[src/rtl/spi_pkg.sv]
// Shared definitions for the SPI transmit shifter.
// - spi_state_e : frame sequencing states (idle, shifting, ss hold, ss-high gap)
// - params_ok   : legality check for WIDTH / HALF / SS_GAP, used at elaboration
package spi_pkg;

  typedef enum logic [1:0] {
    StIdle,
    StShift,
    StHold,
    StGap
  } spi_state_e;

  function automatic bit params_ok(input int unsigned width,
                                   input int unsigned half,
                                   input int unsigned ss_gap);
    return (width >= 1) && (width <= 32) && (half >= 1) && (ss_gap >= 1);
  endfunction

endpackage

[src/rtl/spi_clk_div.sv]
// Half-period tick generator for the SPI serial clock.
// Ports:
//   i_clk   : system clock
//   i_rst_n : asynchronous active-low reset
//   i_en    : count while high
//   i_clr   : synchronous clear (wins over i_en)
//   o_tick  : one-cycle pulse on the last system clock of each HALF-cycle period
module spi_clk_div
  import spi_pkg::*;
#(
  parameter int unsigned HALF = 2
) (
  input  logic i_clk,
  input  logic i_rst_n,
  input  logic i_en,
  input  logic i_clr,
  output logic o_tick
);

  localparam int unsigned CntW = $clog2(HALF + 1);
  localparam logic [CntW-1:0] CntLast = CntW'(HALF - 1);

  if (!params_ok(1, HALF, 1)) begin : g_param_check
    $error("spi_clk_div: HALF must be >= 1");
  end

  logic [CntW-1:0] r_cnt;
  logic            w_tick;

  assign w_tick = i_en && (r_cnt == CntLast);
  assign o_tick = w_tick;

  always_ff @(posedge i_clk or negedge i_rst_n) begin
    if (!i_rst_n) begin
      r_cnt <= '0;
    end else if (i_clr || w_tick) begin
      r_cnt <= '0;
    end else if (i_en) begin
      r_cnt <= r_cnt + CntW'(1);
    end
  end

endmodule

[src/rtl/spi_tx_shifter.sv]
// SPI mode-0 transmit master: serialises a parallel word MSB-first on sclk/sdo
// under an active-low slave select, then keeps ss high for a minimum gap.
// Ports:
//   i_clk, i_rst_n : system clock, asynchronous active-low reset
//   i_req, i_dat   : transfer request (sampled only while idle) and word
//   o_busy         : high from the cycle after acceptance until the gap expires
//   o_snt          : one-cycle pulse when the frame closes (same cycle ss rises)
//   o_sclk, o_ss, o_sdo : serial clock (idles low), slave select, data out
module spi_tx_shifter
  import spi_pkg::*;
#(
  parameter int unsigned WIDTH  = 8,
  parameter int unsigned HALF   = 2,
  parameter int unsigned SS_GAP = 2
) (
  input  logic             i_clk,
  input  logic             i_rst_n,
  input  logic             i_req,
  input  logic [WIDTH-1:0] i_dat,
  output logic             o_busy,
  output logic             o_snt,
  output logic             o_sclk,
  output logic             o_ss,
  output logic             o_sdo
);

  localparam int unsigned BitW = $clog2(WIDTH + 1);
  localparam int unsigned GapW = $clog2(SS_GAP + 1);
  localparam logic [BitW-1:0] BitLast = BitW'(WIDTH - 1);
  localparam logic [GapW-1:0] GapLast = GapW'(SS_GAP - 1);

  if (!params_ok(WIDTH, HALF, SS_GAP)) begin : g_param_check
    $error("spi_tx_shifter: need 1 <= WIDTH <= 32, HALF >= 1, SS_GAP >= 1");
  end

  spi_state_e       r_state, w_state_nxt;
  logic [WIDTH-1:0] r_shift, w_shift_nxt;
  logic             r_sclk, w_sclk_nxt;
  logic [BitW-1:0]  r_bit_cnt, w_bit_cnt_nxt;
  logic [GapW-1:0]  r_gap_cnt, w_gap_cnt_nxt;

  logic w_tick;
  logic w_div_en;
  logic w_div_clr;

  // Divider is held clear while idle so the first tick lands HALF cycles after ss falls.
  assign w_div_en  = (r_state == StShift) || (r_state == StHold);
  assign w_div_clr = (r_state == StIdle);

  spi_clk_div #(
    .HALF (HALF)
  ) u_clk_div (
    .i_clk   (i_clk),
    .i_rst_n (i_rst_n),
    .i_en    (w_div_en),
    .i_clr   (w_div_clr),
    .o_tick  (w_tick)
  );

  always_comb begin
    w_state_nxt   = r_state;
    w_shift_nxt   = r_shift;
    w_sclk_nxt    = r_sclk;
    w_bit_cnt_nxt = r_bit_cnt;
    w_gap_cnt_nxt = r_gap_cnt;
    unique case (r_state)
      StIdle: begin
        if (i_req) begin
          w_state_nxt   = StShift;
          w_shift_nxt   = i_dat;
          w_sclk_nxt    = 1'b0;
          w_bit_cnt_nxt = '0;
        end
      end
      StShift: begin
        if (w_tick) begin
          if (!r_sclk) begin
            w_sclk_nxt = 1'b1;
          end else begin
            w_sclk_nxt = 1'b0;
            // Last falling edge leaves the LSB on sdo through the hold phase.
            if (r_bit_cnt == BitLast) begin
              w_state_nxt = StHold;
            end else begin
              w_shift_nxt   = r_shift << 1;
              w_bit_cnt_nxt = r_bit_cnt + BitW'(1);
            end
          end
        end
      end
      StHold: begin
        if (w_tick) begin
          w_state_nxt   = StGap;
          w_shift_nxt   = '0;
          w_gap_cnt_nxt = '0;
        end
      end
      StGap: begin
        if (r_gap_cnt == GapLast) begin
          w_state_nxt = StIdle;
        end else begin
          w_gap_cnt_nxt = r_gap_cnt + GapW'(1);
        end
      end
      default: begin
        w_state_nxt = StIdle;
      end
    endcase
  end

  always_ff @(posedge i_clk or negedge i_rst_n) begin
    if (!i_rst_n) begin
      r_state   <= StIdle;
      r_shift   <= '0;
      r_sclk    <= 1'b0;
      r_bit_cnt <= '0;
      r_gap_cnt <= '0;
    end else begin
      r_state   <= w_state_nxt;
      r_shift   <= w_shift_nxt;
      r_sclk    <= w_sclk_nxt;
      r_bit_cnt <= w_bit_cnt_nxt;
      r_gap_cnt <= w_gap_cnt_nxt;
    end
  end

  assign o_ss   = !((r_state == StShift) || (r_state == StHold));
  assign o_busy = (r_state != StIdle);
  assign o_snt  = (r_state == StGap) && (r_gap_cnt == '0);
  assign o_sclk = r_sclk;
  assign o_sdo  = r_shift[WIDTH-1];

endmodule

[config.mk]
export PLATFORM = sky130hd
export DESIGN_NAME = spi_tx_shifter
export DESIGN_NICKNAME = d
export VERILOG_FILES = /design/src/rtl/spi_pkg.sv /design/src/rtl/spi_clk_div.sv /design/src/rtl/spi_tx_shifter.sv
export SDC_FILE = /design/constraint.sdc
export NUM_CORES = 1
export LEC_CHECK = 0
export CORE_MARGIN = 1
export CORE_UTILIZATION = 50
export DETAILED_ROUTE_END_ITERATION = 7
export PLACE_DENSITY = 0.73
export SLEW_MARGIN = 20
export SYNTH_ARGS = -nofsm -noshare
export SYNTH_HDL_FRONTEND = slang
export SYNTH_SLANG_ARGS = --single-unit
[constraint.sdc]
create_clock -name i_clk -period 2.2 [get_ports i_clk]
set_input_delay 0.22 -clock i_clk [delete_from_list [all_inputs] [get_ports i_clk]]
set_output_delay 0.22 -clock i_clk [all_outputs]
set_load 0.05 [all_outputs]
# Yosys cells after proc, flatten, opt, wreduce, memory -nomap -nowiden
# Cells that the tools add are included.
[word_totals] inputBits=11 wordCells=67 mem_bits_ro=0 reg_bits=19 ram_bits=0 memories=0 latchBits=0 output_inout_bits=5
[classes] shifts=0 n_addsub=3 n_lt_le_gt_ge=0 n_mul=0 n_div=0 bitwise=0 n_eq_ne=14 n_mux=27 n_reduce_logical=17
[ops] cell="2-to-1 mux 8 bit" n=5
[ops] cell="one-hot mux 8 bit (3 select lines)" n=1
[ops] cell="2-to-1 mux 2 bit" n=10
[ops] cell="2-to-1 mux 4 bit" n=4
[ops] cell="AND reduction 6 bit" n=2
[ops] cell="inequality test 2 bit, second input constant" n=5
[ops] cell="one-hot mux 2 bit (4 select lines)" n=1
[ops] cell="one-hot mux 4 bit (2 select lines)" n=1
[ops] cell="nonzero test 2 bit" n=4
[ops] cell="== test 2 x 1 -> 1 bit, second input constant" n=3
[ops] cell="inequality test 2 x 1 -> 1 bit, second input constant" n=3
[ops] cell="AND reduction 3 bit" n=2
[ops] cell="AND reduction 5 bit" n=1
[ops] cell="adder 2 x 1 -> 2 bit, second input constant" n=2
[ops] cell="adder 4 x 1 -> 4 bit, second input constant" n=1
[ops] cell="== test 2 bit, second input constant" n=2
[ops] cell="== test 4 x 3 -> 1 bit, second input constant" n=1
[ops] cell="logical NOT 2 bit" n=2
[ops] cell="one-hot mux 2 bit (2 select lines)" n=1
[ops] cell="2-to-1 mux 1 bit" n=3
[ops] cell="nonzero test 3 bit" n=1
[ops] cell="logical AND 1 bit" n=2
[ops] cell="logical OR 1 bit" n=2
[ops] cell="one-hot mux 1 bit (2 select lines)" n=1
[ops] cell="logical NOT 1 bit" n=1

# Logic depth before layout (Yosys ltp)
[logic_depth] ltp_word=5 mapped_depth=8 ltp_nobuf=6

# By module
# A second synthesis with hierarchy kept.
[unflattened] cells_unflattened=126 area_unflattened_um2=1209.9
[modules_own_cells] module="spi_tx_shifter" cells_per_inst=116 seq_area_each_um2=425.4 area_per_inst_um2=1098.6 instances=1
[modules_own_cells] module="spi_clk_div" cells_per_inst=10 seq_area_each_um2=50.0 area_per_inst_um2=111.4 instances=1

# Least setup slack after synthesis
# OpenSTA, ideal clock, no wires.
[synth_path] kind="flip-flop to flip-flop" from="reg r_state[0]" to="reg r_shift[1]" arrival_ps=2007 period_less_slack_ps=2070 t_required_ps=2136 n_path_buf=2 path_slack_ps=130 setup_ps=64 path_stages_with_launch=8 path_cell_list="dfrtp_1 -> inv_1 -> ha_1 -> buf_4 -> inv_1 -> clkbuf_1 -> a22o_1 -> mux2_4"
[synth_between] elab_chain_len=5 elab_cells_between_ends=13 cone_classes="7 x eq/ne; 1 x mux; 5 x reduce/logical"
[synth_rtl] item="from (decl)" line_no="spi_tx_shifter.sv:36" text="spi_state_e r_state, w_state_nxt;"
[synth_rtl] item="from (signal assigned)" line_no="spi_tx_shifter.sv:113" text="r_state <= StIdle;"
[synth_rtl] item="from (signal assigned)" line_no="spi_tx_shifter.sv:119" text="r_state <= w_state_nxt;"
[synth_rtl] item="== test 2 x 1 -> 1 bit or == test 2 bit (tied branches)" line_no="spi_tx_shifter.sv:47, spi_tx_shifter.sv:66"
[synth_rtl] item="logical OR 1 bit" line_no="spi_tx_shifter.sv:47" text="assign w_div_en = (r_state == StShift) || (r_state == StHold);"
[synth_rtl] item="logical AND 1 bit" line_no="spi_clk_div.sv:30" text="assign w_tick = i_en && (r_cnt == CntLast);"
[synth_rtl] item="inequality test 2 x 1 -> 1 bit (no source line)"
[synth_rtl] item="AND reduction 6 bit (no source line)"
[synth_rtl] item="to (signal assigned)" line_no="spi_tx_shifter.sv:120" text="r_shift <= w_shift_nxt;"
[synth_rtl] item="to (decl)" line_no="spi_tx_shifter.sv:37" text="logic [WIDTH-1:0] r_shift, w_shift_nxt;"
# Several ways; a longest one is shown, not always the timed one.
# A chain may end at the register's enable or synchronous reset.

# Final worst setup path
[layout_path] from="reg r_state[0]" to="out o_ss"
[layout_between] elab_chain_len=3 elab_cells_between_ends=4 cone_classes="2 x eq/ne; 2 x reduce/logical"
[layout_rtl] item="== test 2 x 1 -> 1 bit or == test 2 bit (tied branches)" line_no="spi_tx_shifter.sv:127" text="assign o_ss = !((r_state == StShift) || (r_state == StHold));"
[layout_rtl] item="logical OR 1 bit (*)" line_no="spi_tx_shifter.sv:127"
[layout_rtl] item="logical NOT 1 bit (*)" line_no="spi_tx_shifter.sv:127"
[layout_rtl] item="to (decl)" line_no="spi_tx_shifter.sv:23" text="output logic o_ss,"
# Mark *: on every way between the ends. The rest lies on a longest branch, timed or not.

==> run metrics <==
ant diodes=0; fmax=488 MHz; core area=2300 um^2; Hold Buf Count CTS=0; Vias=961; Post-Synthesis Cells=121; hold slack=0.227 ns; First-pass DRT Iterations=4; CTS tree=yes; row cnt=17; Final Hold Vio Count=0; share of cells above drive strength 1=15.3%; worst relative slew slack=67.0%; Yosys top cell by area=dfrtp_1; Max FO, Critical Path=12; RSZ-0062 raised after global routing=no; detailed-route vias per instance=5.82; leakage power=0.698 nW; H-tree depth=1; VDD IR-drop max=1.41 mV; max-cap check violation count=0; Sink Count=19; final wirelength=2.49 mm; outcome=finished, final reports clean; final RePlAce weighted congestion=0.776; largest family of logic cells by synthesized area=simple AND/OR/NAND/NOR gates; die width=52.4 um; Clock Pin Slew Worst Setup and Hold Paths=0.11 ns; HP Class=primary input to async pin; Layout Cell Area excl Fill=1480 um^2; Final setup viols=0; post-synth top area share=37.5%; Compound-Gate Fraction of Synth Area=14.4%; sequential fraction of the synthesis area=37.5%; synth unique cells=40; Final period util=93.2%; YS warnings=0; DRC marker count from the first detailed-route iteration=18; clock skew=0.00872 ns; Placed Area=1450 um^2; GRT Overall Usage=21.6%; Area Overhead vs Synth=16.3%; Final Net Count=160; CTS Buf Count=3; Simple-Gate Fraction of Synth Area=19.5%; Post-Synth XOR/XNOR Area=0%; WL/cell=15.1 um; syn avg cell area=10.5 um^2; Root Driver=clkbuf_4; Critical Path RT=1.98 ns; IO Count=16; Post-Syn Nets=143; post-synthesis mux area share=12.7%; asr flop ratio synth=100%; synth cell count leaders=19 x dfrtp_1, 11 x ha_1, 11 x inv_1; clock period minus worst slack=2.05 ns; Top FF cell, synth=dfrtp_1; setup_tns=0 ns; final antenna-violating net count=0; HPWL reported at the end of detailed placement=1.89 mm; Die Span Y=52.4 um; port buffer count=15; Post-synth EDFFs=0; WP data arrival=1.83 ns; flops & latches, synth=19; worst-margin pin slew=0.495 ns; Clock Latency Late Sink=0.30 ns; fin. max-slew vios=0; die area=2740 um^2; number of global-route vias before repair=941; grt ovf=0; power per standard cell area=1710 nW/um^2; # DRC=0; Starting Density=55.2%; most frequent cell after synthesis=dfrtp_1; Synth Area in Adders=10.8%; initial antenna violation count=0; Critical Path End Type=output pin; ranking of synthesized cells by area=dfrtp_1 37%, ha_1 11%, mux2_4 9.5%; global-route wire length before repair=4.28 mm; Startpoint Class=register; FILL cells=199; CP Class=register to output pin; CTS Buffer Depth=2; Mapped Area=1270 um^2; largest net degree at the start of global routing=20
## what timing repair did
item / 4_1_cts / 5_1_grt
endpoints found under the hold margin: 0 / 0
buffers inserted: 0 / 0
gates resized for setup: 0 / 1
endpoints found under the setup margin: 0 / 1
## flip-flops by register name, summed over array words and instances (netlist names)
name and cells:
r_gap_cnt 2, r_shift 8, u_clk_div.r_cnt 2, o_sclk 1, r_state 2, r_bit_cnt 4
## per-stage QoR
| step | std cells | worst slack (ns) | util, % | total power [mW] |
|---|---|---|---|---|
| after CTS | 165 | 0.00557 | 64.1 | 2.53 |
| after global placement | 161 | 0.324 | 63.0 | 2.25 |
| final | 165 | 0.150 | 64.2 | 2.52 |
| after floorplan | 121 | 0.130 | - | 1.96 |
| after global routing | 165 | 0.0201 | 64.2 | 2.71 |
| after detailed placement | 161 | 0.215 | 63.0 | 2.34 |
## routing by layer
layer  track usage [%]  up-vias  share of wire (%)
met1              28.1      456                 46
li1                  -      463                  -
met3              5.22        4                4.7
met5                 0        -                  0
met4              3.95        0               0.72
met2              36.3       38                 48
## worst max-delay path: stages (launching register included)
cell	delay, ns
dfrtp_1	0.45
inv_1	0.12
ha_1	0.42
inv_1	0.35
buf_12	0.19
## power breakdown
part	total [mW]	internal, mW	switching, mW
Clock	0.182	0.0707	0.112
Combinational	1.70	0.792	0.906
Sequential	0.640	0.508	0.132
Total	2.52	1.37	1.15
## layout by cell type, fill, tap and decap left out, types with 3 or more instances in the layout
cell	Yosys	layout
ha_1	11	11
mux2_4	8	8
clkdlybuf4s50_1	0	12
nor2_1	5	5
a21oi_1	4	4
clkbuf_4	0	3
a22o_1	6	6
nor3_1	3	3
mux2i_1	3	3
inv_1	11	11
dfrtp_1	19	19
nand3_1	7	7
nor2b_1	5	5
nand2_1	6	6
a31oi_1	3	3
## path summary, 6_finish.rpt
| kind | start | to | slack, ns | cells after the start |
|---|---|---|---|---|
| max | r_state[0] | o_ss | 0.15 | 4 |
| min in group i_clk | r_shift[4] | r_shift[4] | 0.53 | 1 |
| min reg2reg | r_shift[4] | r_shift[4] | 0.53 | 1 |
| min | i_rst_n | r_bit_cnt[2] | 0.23 | 2 |
| max in group asynchronous | i_rst_n | r_bit_cnt[0] | 1.76 | 2 |
| max reg2reg | r_state[0] | r_shift[1] | 0.18 | 6 |
## final cells by class
class,instances,area [um^2],share of cell area [%]
multi-input combinational,87,729,49.4
timing repair buffer,16,168,11.4
sequential,19,475,32.2
clock buffer,4,26.3,1.78
inverter,11,41.3,2.80
tap,28,35.0,2.37
## logic make-up after synthesis
group / Yosys count
mux: 12
compound gates: 25
flops: 19
buf+inv: 15
fa+ha+maj: 11
simple gates: 39
(Power assumes the default switching activity.)
